--- src/rtl/extend_shift_unit_if.sv ---
// extend_shift_unit_if: operand, control and result bundle for the extend/shift stage.
// Zero is present only when ESU_ZERO_FLAG_EN is defined.
interface extend_shift_unit_if #(parameter int WIDTH = 16);
    logic [3:0]       IR3_0;
    logic [7:0]       IR7_0;
    logic [WIDTH-1:0] Reg_A;
    logic [WIDTH-1:0] ALUOut;
    logic [1:0]       ShifterInput;
    logic             ShifterLeft;
    logic [1:0]       ShiftAmount;
    logic [WIDTH-1:0] O;
`ifdef ESU_ZERO_FLAG_EN
    logic             Zero;
    modport master (output IR3_0, IR7_0, Reg_A, ALUOut, ShifterInput, ShifterLeft, ShiftAmount, input O, Zero);
    modport slave  (input IR3_0, IR7_0, Reg_A, ALUOut, ShifterInput, ShifterLeft, ShiftAmount, output O, Zero);
`else
    modport master (output IR3_0, IR7_0, Reg_A, ALUOut, ShifterInput, ShifterLeft, ShiftAmount, input O);
    modport slave  (input IR3_0, IR7_0, Reg_A, ALUOut, ShifterInput, ShifterLeft, ShiftAmount, output O);
`endif
endinterface

--- src/rtl/extend_shift_unit.sv ---
// extend_shift_unit: sign-extend one of four sources, shift left/arith-right, register result.
// Optional registered Zero flag when ESU_ZERO_FLAG_EN is defined.
module extend_shift_unit #(parameter int WIDTH = 16) (
    input logic CLK,
    input logic Reset,
    extend_shift_unit_if.slave bus
);
    logic [WIDTH-1:0]        ext;
    logic [WIDTH-1:0]        shl;
    logic signed [WIDTH-1:0] sra;
    logic [WIDTH-1:0]        sh;
    logic [3:0]              amt;
    always_comb begin
        ext = bus.ShifterInput == 2'b00 ? {{(WIDTH-4){bus.IR3_0[3]}}, bus.IR3_0} :
              bus.ShifterInput == 2'b01 ? {{(WIDTH-8){bus.IR7_0[7]}}, bus.IR7_0} :
              bus.ShifterInput == 2'b10 ? bus.Reg_A : bus.ALUOut;
        amt = bus.ShiftAmount == 2'b00 ? 4'd1 :
              bus.ShiftAmount == 2'b01 ? bus.IR3_0 :
              bus.ShiftAmount == 2'b10 ? 4'd0 : 4'd4;
        shl = ext << amt;
        // kept in its own signed variable so the ternary below cannot demote it to a logical shift
        sra = $signed(ext) >>> amt;
        sh  = bus.ShifterLeft ? shl : sra;
    end
    always_ff @(posedge CLK) begin
        bus.O <= Reset ? '0 : sh;
`ifdef ESU_ZERO_FLAG_EN
        bus.Zero <= Reset ? 1'b1 : (sh == '0);
`endif
    end
endmodule

--- src/flat_wrapper.sv ---
// flat-port wrapper written by rule: the top's interface ports become plain ports
module extend_shift_unit_flat 
#(parameter int WIDTH = 16)
  (CLK, Reset, bus_IR3_0, bus_IR7_0, bus_Reg_A, bus_ALUOut, bus_ShifterInput, bus_ShifterLeft, bus_ShiftAmount, bus_O);
  extend_shift_unit_if #(.WIDTH(WIDTH)) bus_i ();
  input logic CLK;
  input logic Reset;
  input wire logic [$bits(bus_i.IR3_0)-1:0] bus_IR3_0;
  input wire logic [$bits(bus_i.IR7_0)-1:0] bus_IR7_0;
  input wire logic [$bits(bus_i.Reg_A)-1:0] bus_Reg_A;
  input wire logic [$bits(bus_i.ALUOut)-1:0] bus_ALUOut;
  input wire logic [$bits(bus_i.ShifterInput)-1:0] bus_ShifterInput;
  input wire logic [$bits(bus_i.ShifterLeft)-1:0] bus_ShifterLeft;
  input wire logic [$bits(bus_i.ShiftAmount)-1:0] bus_ShiftAmount;
  output wire logic [$bits(bus_i.O)-1:0] bus_O;
  assign bus_i.IR3_0 = bus_IR3_0;
  assign bus_i.IR7_0 = bus_IR7_0;
  assign bus_i.Reg_A = bus_Reg_A;
  assign bus_i.ALUOut = bus_ALUOut;
  assign bus_i.ShifterInput = bus_ShifterInput;
  assign bus_i.ShifterLeft = bus_ShifterLeft;
  assign bus_i.ShiftAmount = bus_ShiftAmount;
  assign bus_O = bus_i.O;
  extend_shift_unit #(.WIDTH(WIDTH)) u_core (.CLK(CLK), .Reset(Reset), .bus(bus_i));
endmodule
--- config.mk ---
export PLATFORM = sky130hd
export DESIGN_NAME = extend_shift_unit_flat
export DESIGN_NICKNAME = d
export VERILOG_FILES = /design/src/rtl/extend_shift_unit_if.sv /design/src/rtl/extend_shift_unit.sv /design/src/flat_wrapper.sv
export SDC_FILE = /design/constraint.sdc
export NUM_CORES = 1
export LEC_CHECK = 0
export BUFFER_PORTS_ARGS = -buffer_cell sky130_fd_sc_hd__buf_2
export CAP_MARGIN = 10
export CORE_ASPECT_RATIO = 1.75
export CORE_UTILIZATION = 40
export DETAILED_ROUTE_END_ITERATION = 10
export PLACE_DENSITY = 0.66
export SLEW_MARGIN = 40
export SYNTH_ARGS = -nofsm -noshare
export SYNTH_HDL_FRONTEND = slang
export SYNTH_SLANG_ARGS = --single-unit
--- constraint.sdc ---
create_clock -name CLK -period 4.7 [get_ports CLK]
set_clock_uncertainty 0.15 [all_clocks]
set_input_delay 0.235 -clock CLK [delete_from_list [all_inputs] [get_ports CLK]]
set_output_delay 0.235 -clock CLK [all_outputs]
set_load 0.02 [all_outputs]
==> flow_summary_export.csv <==
group,metric,value,unit
worst_setup_path,slowest_stage,"mux4_1",
worst_setup_path,worstSetupPathType,"primary input to register",
synth,synth_area,2380,um2
timing,layout_min_cycle_time,2.47,ns
floorplan,coreArea,5630,um2
layout,layout-drive-gt1-share,0.306,
layout,n_fill_cell,583,
synth,synth_async_sr_flop_share,0,
pwr,static-leakage-power,1.12,nW
synth,yosysTopAreaCell,"dfxtp_1",
clock_tree,clk_pin_slew_worst_paths,0.06,ns
hold_path,hold_depth,2,
clock_tree,cts_setup_buffers,0,
place,placedCellCount,425,
timing,hold_viol,0,
clock_tree,h-tree-depth,1,
global_routing,antenna_found_initial,0,
worst_setup_path,worstPathCellList,"buf_2, mux4_1, mux2i_1, nor2_1, a21oi_2, o22ai_1, a221o_1",
place,place_congestion,0.968,
place,dp_hpwl,6990,um
layout,largest_reg_flops,16,
synth,synth_edf_count,0,
timing,finalSetupTns,0,ns
timing,worst_pin_slew,0.845,ns
detailed_routing,drc,0,
synth,synth_top_area_frac,0.135,
pwr,ir_worst_vdd,81.6,uV
worst_setup_path,cp_num_cells,7,
run,drv_cap,0,
floorplan,dieHeight,104,um
global_routing,grt_start_max_net_pins,29,
layout,nNetsFinal,405,
clock_tree,postCtsHoldBufs,0,
synth,synth_seq_cells,16,
pwr,switching_share,0.427,
layout,area_growth,15.1,%
floorplan,dieArea,6270,um2
timing,rsz0062_at_grt,"false",
floorplan,num_io_pins,67,
detailed_routing,wire_per_inst,20.7,um
clock_tree,cts_tree,"yes",
worst_setup_path,crit_arrival,2.45,ns
pwr,seq_power_share,0.256,
layout,top_register,"u_core.bus.O",
worst_setup_path,critPathBufInv,1,
global_routing,grt_pass1_vias,2787,
timing,fin_crit_sh,0.525,
layout,reg_top3,"u_core.bus.O x16",
layout,n_antenna_cell,0,
synth,syn_nets,361,
synth,synth-main-ff-cell,"dfxtp_1",
clock_tree,cts.path.max_buffers,2,
global_routing,overflow,0,
floorplan,die_w,60.3,um
clock_tree,cts_sinks,16,
clock_tree,cts_resized,0,
clock_tree,cts_root_buffer,"clkbuf_8",
timing,max_clock_freq,405,MHz
synth,syn_avg_cell_area,7.68,um2
synth,ys_seq_area_frac,0.135,
worst_setup_path,cp_top_family,"multiplexers",
synth,yosysUniqueCellTypes,65,
global_routing,grt_usage,0.300,
detailed_routing,vias,2850,
layout,layoutNonFillerInstCount,429,
floorplan,start_util,0.423,
clock_tree,cts_buffers,3,
worst_setup_path,cp.required,4.69,ns
place,port_buffers,66,
synth,synthCells,310,
pwr,power_switching,0.258,mW
status,status,"finished, final reports clean",
worst_setup_path,startpoint_type,"primary input",
pwr,p_per_area,220,nW/um2
pwr,clkPwrFrac,0.203,
pwr,power.internal,0.346,mW
synth,synth_area_leaders,"dfxtp_1 13%, mux4_2 10%, mux2i_1 6.7%, nand2_1 5.2%, mux2_2 5.2%",
global_routing,grt_pass1_wl,14300,um
worst_setup_path,cpPeakStageDelay,0.76,ns
hold_path,hold_class,"primary input to register",
worst_setup_path,worst-path-max-fanout,23,
timing,slew-limit-headroom,0.429,
detailed_routing,wl,8870,um
pwr,pwr-share-comb,0.541,
timing,slew_violations,0,
detailed_routing,ant_nets,0,
detailed_routing,vias_per_cell,6.64,
detailed_routing,dr.pass1.iters,5,
worst_setup_path,worstSetupEndpointType,"register",
timing,whs,0.176,ns
floorplan,rows,36,
synth,yosysWarnings,0,
detailed_routing,dr.first_iter.drc_count,176,
timing,setup_viol,0,
per-layer routing:
layer | up-vias | global-route usage | routed length, um
li1 | 1296 | - | -
met1 | 1310 | 0.344 | 3040
met2 | 197 | 0.494 | 4480
met3 | 47 | 0.0274 | 646
met4 | 0 | 0.209 | 697
met5 | - | 0 | 0
layout by cell type (no fill, tap or decap), types with 6 or more instances in the layout:
| cell | netlist | layout |
|---|---|---|
| a31oi_1 | 6 | 6 |
| mux2i_1 | 16 | 16 |
| nor2_1 | 32 | 32 |
| o2111ai_1 | 7 | 7 |
| buf_2 | 10 | 66 |
| nand2_1 | 33 | 33 |
| o21ai_0 | 13 | 13 |
| o211ai_1 | 6 | 6 |
| mux2_2 | 11 | 11 |
| o22ai_1 | 6 | 6 |
| dfxtp_1 | 16 | 16 |
| nor3_1 | 11 | 10 |
| nand3_1 | 11 | 11 |
| a21oi_1 | 17 | 17 |
| mux4_2 | 11 | 11 |
| o21ai_1 | 7 | 6 |
cell type report:
type                            count  area (um2)  share of cell area
Inverter                            4        15.0             0.00548
Tap cell                           76        95.1              0.0347
Clock buffer                        4        55.1              0.0201
Multi-Input combinational cell    261        1910               0.697
Timing Repair Buffer               68         345               0.126
Sequential cell                    16         320               0.117
synthesized netlist by cell type (all sizes together), types with 5 or more instances:
cell type,number
nor2,33
o21ai,21
mux4,12
nand2,33
o2111ai,7
clkbuf,14
mux2i,17
dfxtp,16
buf,15
nor3,12
a21oi,19
o22ai,6
a221oi,5
nand3,11
mux2,11
a31oi,6
o211ai,6
path summary, 6_finish.rpt:
| check | from | endpoint | slack [ns] |
|---|---|---|---|
| max | bus_ShifterInput[1] | u_core.bus.O[5] | 2.23 |
| min | Reset | u_core.bus.O[14] | 0.18 |
power groups by stage:
stage	combinational, mW	sequential [mW]	clock (mW)
after floorplan	0.203	0.179	0
after global placement	0.319	0.157	0
after detailed placement	0.318	0.158	0
after CTS	0.319	0.154	0.124
after global routing	0.351	0.156	0.134
final	0.327	0.154	0.123
metrics by stage:
stage / utilization / total power, mW / worst slack (ns) / area [um2]
2_1_floorplan: - / 0.382 / 2.65 / 2380
3_3_place_gp: 0.473 / 0.476 / 1.91 / 2660
3_5_place_dp: 0.477 / 0.476 / 2.00 / 2680
4_1_cts: 0.486 / 0.598 / 2.27 / 2740
5_1_grt: 0.487 / 0.641 / 2.09 / 2740
6_report: 0.487 / 0.604 / 2.23 / 2740
cell families after synthesis:
group / after synthesis / share of synthesized area
simple gates: 112 / 0.224
compound gates: 109 / 0.331
mux: 40 / 0.240
buf+inv: 33 / 0.0704
flops: 16 / 0.135
Note: power is estimated with default switching activity, not from simulation.
